--- config.mk ---
export PLATFORM = sky130hd
export DESIGN_NAME = cic_channel_scheduler
export DESIGN_NICKNAME = d
export VERILOG_FILES = /design/src/rtl/cic_channel_scheduler.sv
export SDC_FILE = /design/constraint.sdc
export NUM_CORES = 1
export LEC_CHECK = 0
export ABC_AREA = 1
export BUFFER_PORTS_ARGS = -buffer_cell sky130_fd_sc_hd__buf_2
export CORE_MARGIN = 1.5
export CORE_UTILIZATION = 45
export DETAILED_ROUTE_END_ITERATION = 10
export PLACE_DENSITY_LB_ADDON = 0.3
export RECOVER_POWER = 50
export SETUP_SLACK_MARGIN = 0.2
export SKIP_CTS_REPAIR_TIMING = 1
export SLEW_MARGIN = 20
export SYNTH_ARGS = -nofsm -noshare
export SYNTH_HDL_FRONTEND = slang
export SYNTH_SLANG_ARGS = --single-unit
--- constraint.sdc ---
create_clock -name sysclk -period 2.51 [get_ports sysclk]
set_input_delay 0.502 -clock sysclk [delete_from_list [all_inputs] [get_ports sysclk]]
set_output_delay 0.502 -clock sysclk [all_outputs]
set_load 0.03 [all_outputs]
--- src/rtl/cic_channel_scheduler.sv ---
// Two-channel (left/right) sample buffer feeding one shared CIC engine, one job at a time.
// Round-robin arbitration, per-job cic_done timeout, sticky overflow/timeout flags.
module cic_channel_scheduler #(
  parameter int unsigned DW      = 16,
  parameter int unsigned TIMEOUT = 255
) (
  input  logic          sysclk,
  input  logic          RST,
  input  logic [DW-1:0] sample_in,
  input  logic          sample_vld,
  input  logic          sample_ch,
  input  logic          cic_done,
  input  logic          clr_err,
  output logic          cic_start,
  output logic [DW-1:0] cic_din,
  output logic          cic_ch,
  output logic          busy,
  output logic          ovf_l,
  output logic          ovf_r,
  output logic          timeout_err
);

  localparam logic [7:0] TimeoutCnt = 8'(TIMEOUT);

  typedef enum logic [1:0] {StIdle, StIssue, StWait} state_e;

  state_e        state;
  logic [DW-1:0] buf_l, buf_r;
  logic          full_l, full_r;
  logic          last_ch;
  logic [7:0]    cnt;

  logic issue, pick_r, free_l, free_r;
  logic vld_l, vld_r, acc_l, acc_r, drop_l, drop_r;
  logic to_hit;

  always_comb begin
    issue  = (state == StIdle) && (full_l || full_r);
    // Right wins only if left is empty or left was served last.
    pick_r = full_r && (!full_l || !last_ch);
    free_l = issue && !pick_r;
    free_r = issue && pick_r;
    vld_l  = sample_vld && !sample_ch;
    vld_r  = sample_vld && sample_ch;
    // A buffer freed on this edge may accept the incoming word.
    acc_l  = vld_l && (!full_l || free_l);
    acc_r  = vld_r && (!full_r || free_r);
    drop_l = vld_l && full_l && !free_l;
    drop_r = vld_r && full_r && !free_r;
    to_hit = (state == StWait) && !cic_done && (cnt == TimeoutCnt);
  end

  always_ff @(posedge sysclk or negedge RST) begin
    if (!RST) begin
      state       <= StIdle;
      buf_l       <= '0;
      buf_r       <= '0;
      full_l      <= 1'b0;
      full_r      <= 1'b0;
      last_ch     <= 1'b1;
      cnt         <= '0;
      cic_start   <= 1'b0;
      cic_din     <= '0;
      cic_ch      <= 1'b0;
      busy        <= 1'b0;
      ovf_l       <= 1'b0;
      ovf_r       <= 1'b0;
      timeout_err <= 1'b0;
    end else begin
      if (acc_l) begin
        buf_l  <= sample_in;
        full_l <= 1'b1;
      end else if (free_l) begin
        full_l <= 1'b0;
      end
      if (acc_r) begin
        buf_r  <= sample_in;
        full_r <= 1'b1;
      end else if (free_r) begin
        full_r <= 1'b0;
      end

      // Set beats clear.
      ovf_l       <= (ovf_l & ~clr_err) | drop_l;
      ovf_r       <= (ovf_r & ~clr_err) | drop_r;
      timeout_err <= (timeout_err & ~clr_err) | to_hit;

      unique case (state)
        StIdle: begin
          cic_start <= 1'b0;
          cnt       <= '0;
          if (issue) begin
            state     <= StIssue;
            cic_start <= 1'b1;
            busy      <= 1'b1;
            cic_din   <= pick_r ? buf_r : buf_l;
            cic_ch    <= pick_r;
            last_ch   <= pick_r;
          end
        end
        StIssue: begin
          state     <= StWait;
          cic_start <= 1'b0;
          cnt       <= '0;
        end
        StWait: begin
          if (cic_done || to_hit) begin
            state <= StIdle;
            busy  <= 1'b0;
            cnt   <= '0;
          end else begin
            cnt <= cnt + 8'd1;
          end
        end
        default: begin
          state     <= StIdle;
          cic_start <= 1'b0;
          busy      <= 1'b0;
        end
      endcase
    end
  end

endmodule

==> qor.yml, run 1 <==
layout:
  final_common_cell: "nand2_1"
  antenna_cells: 0
  layout_common_cells: "89 x nand2_1, 66 x dfrtp_1, 42 x nand3_1"
  drive_gt1_share_pct: 25.82
  nets: 382
  area.growth.synth_to_final_pct: 15.38
logic_synthesis:
  synthTopCellsByArea: "dfrtp_1 56%, nand2_1 11%, nand3_1 7.0%"
  synth_fa_ha_area_share_pct: 0.4272
  yosysUniqueCellTypes: 24
  synth_top_family_by_area: "simple AND/OR/NAND/NOR gates"
  synth_top_area_cell: "dfrtp_1"
  synth_warnings: 0
  syn_nets: 338
  ys_seq_area_share_pct: 57.28
  synth_mux_area_share_pct: 0
  synthSimpleGateAreaFrac_pct: 25.37
  syn_inst: 315
  synth_top_area_share_pct: 56.39
  synth-compound-area-share_pct: 9.270
  synth_xor_xnor_area_share_pct: 0.8971
  netlist_area_um2: 2929
  ys_ff_latch: 67
  avgSynthCellArea_um2: 9.299
drt:
  routedWlPerCell_um: 12.93
  dr.pass1.iters: 4
  drtIter0Drc: 140
  vias: 2174
  drc_errors: 0
  drt_wl_total_um: 5701
  ant_nets: 0
  viasPerCell: 4.930
global_route:
  overflow: 0
  gr-usage-all-layers_pct: 17.78
  antenna_found_initial: 0
  grt_pass1_wl_um: 9908
  grt_max_degree: 68
  grt_pass1_vias: 2143
sta:
  tightest_slew_ns: 1.645
  slew_headroom_pct: -9.661
  tns_ns: 0
  period_share_pct: 80.07
  finalCriticalPeriod_ns: 2.010
  clock.fmax_mhz: 497.6
  fin_skew_ns: 0.01162
  final_max_slew_viol_count: 68
  rsz0062_at_grt: "false"
  finalHoldViolCount: 0
  setup_viol_count_final: 0
status:
  failed_checks: "capacitance limit, slew limit"
  status: "complete, but fails checks"
clock_tree:
  clk_latency_ns: 0.34
  htreeDepth: 3
  cts.sinks: 67
  cts_tree: "yes"
  root_buffer: "clkbuf_8"
  clkTransAtPathRegs_ns: 0.07
  cts_buffers: 9
  clockBufferDepth: 2
job:
  cap_violations: 1
pwr:
  p_sw_mw: 1.829
  total_power_mw: 4.447
  peakVddDrop_mv: 0.5847
  p_seq_share_pct: 40.4
  clockPowerShare_pct: 22.8
  p_per_area_nw_per_um2: 1316
  switching_share_pct: 41.13
  pwr-share-comb_pct: 36.9
  leakagePower_nw: 1.731
  intPower_mw: 2.618
min_path:
  hp-class: "in2reg"
place:
  io_buffers: 43
  place.gp.congestion: 0.7754
  dp_hpwl_um: 3573
die:
  fp.dieW_um: 83.68
  coreArea_um2: 6314
  die_h_um: 83.68
  row_count: 29
  initial_utilization_pct: 46.39
  die_area_um2: 7002
  ios: 44
critical_path:
  critical-path-top-delay-family: "simple AND/OR/NAND/NOR gates"
  worst-path-buf-inv: 0
  crit_type: "reg2reg"
  slowest_stage: "nand2_1"
  required_ns: 2.72
  cp_common_cell: "nand2_1"
  critPathCaptureType: "register"
  cpPeakStageDelay_ns: 0.55
  worstPathCellList: "nand2_1 -> nand2_1 -> nand2_4 -> nand2_2 -> nand2_4 -> nand2_1 -> o21ai_2"
  cp-start-kind: "register"
  path_max_fanout: 33
  arrival_ns: 2.22
==> cells in the mapped netlist <==
cell type / count
a31oi_1: 1
buf_2: 8
buf_6: 3
dfrtp_1: 66
dfstp_2: 1
ha_1: 1
inv_1: 31
inv_2: 2
nand2_1: 88
nand2_2: 16
nand2_4: 2
nand3_1: 41
nand3_2: 2
nand4_1: 1
nor2_1: 4
nor2_2: 3
nor2_8: 1
nor3_1: 1
o21ai_0: 7
o21ai_1: 13
o21ai_2: 16
o22ai_1: 4
xnor2_1: 1
xor2_1: 2
==> worst register-to-register path, stage by stage (launching register included) <==
cell	delay [ns]
dfstp_2	0.54
nand2_1	0.07
nand2_1	0.55
nand2_4	0.09
nand2_2	0.11
nand2_4	0.28
nand2_1	0.20
o21ai_2	0.06
==> through the flow <==
stage / setup slack, ns / hold slack [ns] / utilization [%] / instance area, µm² / std cells
5_1_grt: 0.3762 / 0.3612 / 53.53 / 3379 / 441
4_1_cts: 0.7112 / 0.1823 / 54.06 / 3413 / 441
3_5_place_dp: 0.7270 / 0.4640 / 50.48 / 3187 / 425
2_1_floorplan: 1.212 / 0.2064 / - / 2929 / 315
6_report: 0.5003 / 0.3740 / 53.53 / 3379 / 441
3_3_place_gp: 0.7210 / 0.4573 / 50.48 / 3187 / 425
==> kinds of logic (layout without fill, tap and decap cells) <==
family	after synthesis	in the layout
AOI/OAI and AO/OA	41	41
xor gates and xnor gates	3	3
adders and majority gates	1	1
buffers and inverters	44	93
DFF	67	67
and+or+nand+nor	159	159
==> state kept, by name, indices dropped and copies added, names as in the netlist <==
| register | flops |
|---|---|
| last_ch | 1 |
| cic_start | 1 |
| cnt | 8 |
| cic_din | 16 |
| timeout_err | 1 |
| ovf_r | 1 |
| full_r | 1 |
| full_l | 1 |
| buf_r | 16 |
| ovf_l | 1 |
| state | 2 |
| cic_ch | 1 |
| busy | 1 |
| buf_l | 16 |
==> per-layer routing <==
| layer | part of all wire (%) | routed length, µm | track usage [%] | up-vias |
|---|---|---|---|---|
| met5 | 0 | 0 | 0 | - |
| met4 | 1.3 | 75 | 6.706 | 0 |
| met3 | 4.1 | 234 | 5.143 | 6 |
| met2 | 47 | 2660 | 27.93 | 45 |
| met1 | 48 | 2730 | 23.48 | 1024 |
| li1 | - | - | - | 1099 |
==> final timing paths <==
path,start,end,slack [ns],cells after the start
setup / recovery,last_ch,buf_l[15],0.50,7
hold / removal,clr_err,ovf_l,0.37,2
setup reg to reg,last_ch,buf_l[15],0.50,7
hold reg to reg,cic_ch,cic_ch,0.48,2
max in group asynchronous,RST,buf_l[0],0.86,2
min in group asynchronous,RST,cic_din[8],0.64,2
==> power by group through the flow <==
stage	registers [mW]	clock network, mW	logic (mW)
CTS	1.80	1.03	1.69
global placement	1.81	0	1.66
global route	1.85	1.07	1.82
detailed placement	1.82	0	1.68
finish	1.80	1.01	1.64
floorplan	2.06	0	1.02
==> cell type report <==
| cell class | instances | area, µm² |
|---|---|---|
| Tap cell | 77 | 96.34 |
| Inverter | 33 | 123.9 |
| Sequential cell | 67 | 1678 |
| Timing Repair Buffer | 44 | 214.0 |
| Fill cell | 608 | 2934 |
| Clock buffer | 10 | 137.6 |
| Clock inverter | 6 | 88.84 |
| Multi-Input combinational cell | 204 | 1041 |
Note: power is estimated with default switching activity, not from simulation.
==> run 2, diff against run 1 <==
==> constraint.sdc (replaced) <==
create_clock -name sysclk -period 1.63 [get_ports sysclk]
set_input_delay 0.326 -clock sysclk [delete_from_list [all_inputs] [get_ports sysclk]]
set_output_delay 0.326 -clock sysclk [all_outputs]
set_load 0.03 [all_outputs]
==> run 2 against run 1 <==
The flow now finishes without violations. Die area did not move. Register-to-register slack got worse by 0.29 ns. Non-clock buffer count rose by 16. Sequential power rose by 55%. Clock skew fell by 0.0050 ns. Core utilization rose by 3.3 points. Critical path depth rose by 1. Worst setup slack got worse by 0.29 ns. Via count rose by 3.9%. Global-route usage rose by 0.52 points. Fmax rose by 41%. Hold slack got worse by 0.17 ns.
==> qor.yml, run 2 (synthesis gave the netlist of run 1 again) <==
critical_path:
  crit_type: "reg2reg"
  path_max_fanout: 14
  cp-start-kind: "register"
  arrival_ns: 1.65
  slowest_stage: "dfrtp_1"
  required_ns: 1.85
  cpPeakStageDelay_ns: 0.49
  worstPathCellList: "nand2_1 -> nand2_1 -> nand2_4 -> nand2_4 -> nand2_8 -> buf_12 -> nand2_2 -> o21ai_2"
  critPathCaptureType: "register"
drt:
  viasPerCell: 4.943
  drtIter0Drc: 113
  ant_nets: 0
  routedWlPerCell_um: 13.42
  drt_wl_total_um: 6133
  drc_errors: 0
  dr.pass1.iters: 4
  vias: 2259
layout:
  largestRegisters: "buf_l (16), buf_r (16), cic_din (16)"
  layout_common_cells: "87 x nand2_1, 65 x dfrtp_1, 40 x nand3_1"
  area.growth.synth_to_final_pct: 22.47
  final_common_cell: "nand2_1"
  nets: 398
  fillers: 598
  drive_gt1_share_pct: 30.00
  finish.utilization_pct: 56.82
  antenna_cells: 0
die:
  coreArea_um2: 6314
  initial_utilization_pct: 46.39
  die_area_um2: 7002
  ios: 44
  die_h_um: 83.68
  row_count: 29
  fp.dieW_um: 83.68
clock_tree:
  clkTransAtPathRegs_ns: 0.07
  clk_latency_ns: 0.33
  clockBufferDepth: 2
  cts_tree: "yes"
  root_buffer: "clkbuf_8"
  cts_buffers: 9
  htreeDepth: 3
  cts.sinks: 67
sta:
  rsz0062_at_grt: "false"
  setup_viol_count_final: 0
  final.setup.worst_slack_ns: 0.2066
  period_share_pct: 87.32
  finalHoldViolCount: 0
  tightest_slew_ns: 0.8965
  final_max_slew_viol_count: 0
  tns_ns: 0
  fin_skew_ns: 0.006597
  clock.fmax_mhz: 702.6
  finalCriticalPeriod_ns: 1.423
  slew_headroom_pct: 40.23
global_route:
  overflow: 0
  grt_max_degree: 68
  grt_pass1_vias: 2128
  grt_pass1_wl_um: 10070
  antenna_found_initial: 0
  gr-usage-all-layers_pct: 18.30
pwr:
  leakagePower_nw: 1.808
  total_power_mw: 7.150
  p_per_area_nw_per_um2: 1993
  peakVddDrop_mv: 1.158
status:
  status: "complete, no violations"
place:
  io_buffers: 43
  place.gp.congestion: 0.8337
  dp_hpwl_um: 3905
  pre_cts_ws_ns: 0.1334
min_path:
  hp-class: "in2reg"
job:
  cap_violations: 0
[run 2: cell types whose count changed in the layout (fill, tap and decap cells not counted), sizes merged]
cell / before / now
buf: 38 / 52
bufinv: 2 / 1
clkbuf: 16 / 22
clkinv: 2 / 1
clkinvlp: 2 / 1
inv: 33 / 32
[run 2: where the power goes]
| part | switching, mW | total (mW) | internal, mW |
|---|---|---|---|
| Sequential | 0.430 | 2.79 | 2.36 |
| Combinational | 1.88 | 3.01 | 1.13 |
| Clock | 0.605 | 1.36 | 0.750 |
[run 2: layer usage]
metal / wire length [µm] / part of all wire, % / GRT usage, % / up-vias
li1: - / - / - / 1129
met1: 2857 / 47 / 25.90 / 1073
met2: 2867 / 47 / 27.64 / 47
met3: 285 / 4.6 / 3.660 / 10
met4: 122 / 2.0 / 7.601 / 0
met5: 0 / 0 / 0 / -
[run 2: layout make-up]
class	count	area [µm²]	area share [%]
Tap cell	77	96.34	2.686
Clock inverter	2	35.03	0.9766
Multi-Input combinational cell	204	1092	30.45
Clock buffer	14	152.6	4.255
Inverter	33	127.6	3.558
Timing Repair Buffer	60	404.1	11.27
Sequential cell	67	1679	46.81
[run 2: worst max-delay path: cells and delay by family, from the launching register on]
kind,cells,cell delay (ns)
AOI/OAI and AO/OA,1,0.04
buffers and inverters,1,0.18
DFF,1,0.49
and+or+nand+nor,6,0.58
[run 2: final timing paths]
check                        start       end  slack [ns]  cells after the start
hold reg to reg            last_ch   last_ch        0.47                      2
setup reg to reg            full_l  buf_l[7]        0.21                      8
min in group asynchronous      RST  buf_r[7]        0.23                      2
hold / removal             clr_err     ovf_l        0.21                      2
max in group asynchronous      RST  state[0]        0.78                      2
setup / recovery            full_l  buf_l[7]        0.21                      8
[run 2: stage by stage]
stage               hold slack, ns  cell area [µm²]  std cells
finish                      0.2069             3587        457
global route                0.2062             3587        457
CTS                        0.01344             3472        449
detailed placement          0.3750             3284        433
global placement            0.3749             3284        433
floorplan                  0.03041             2929        315
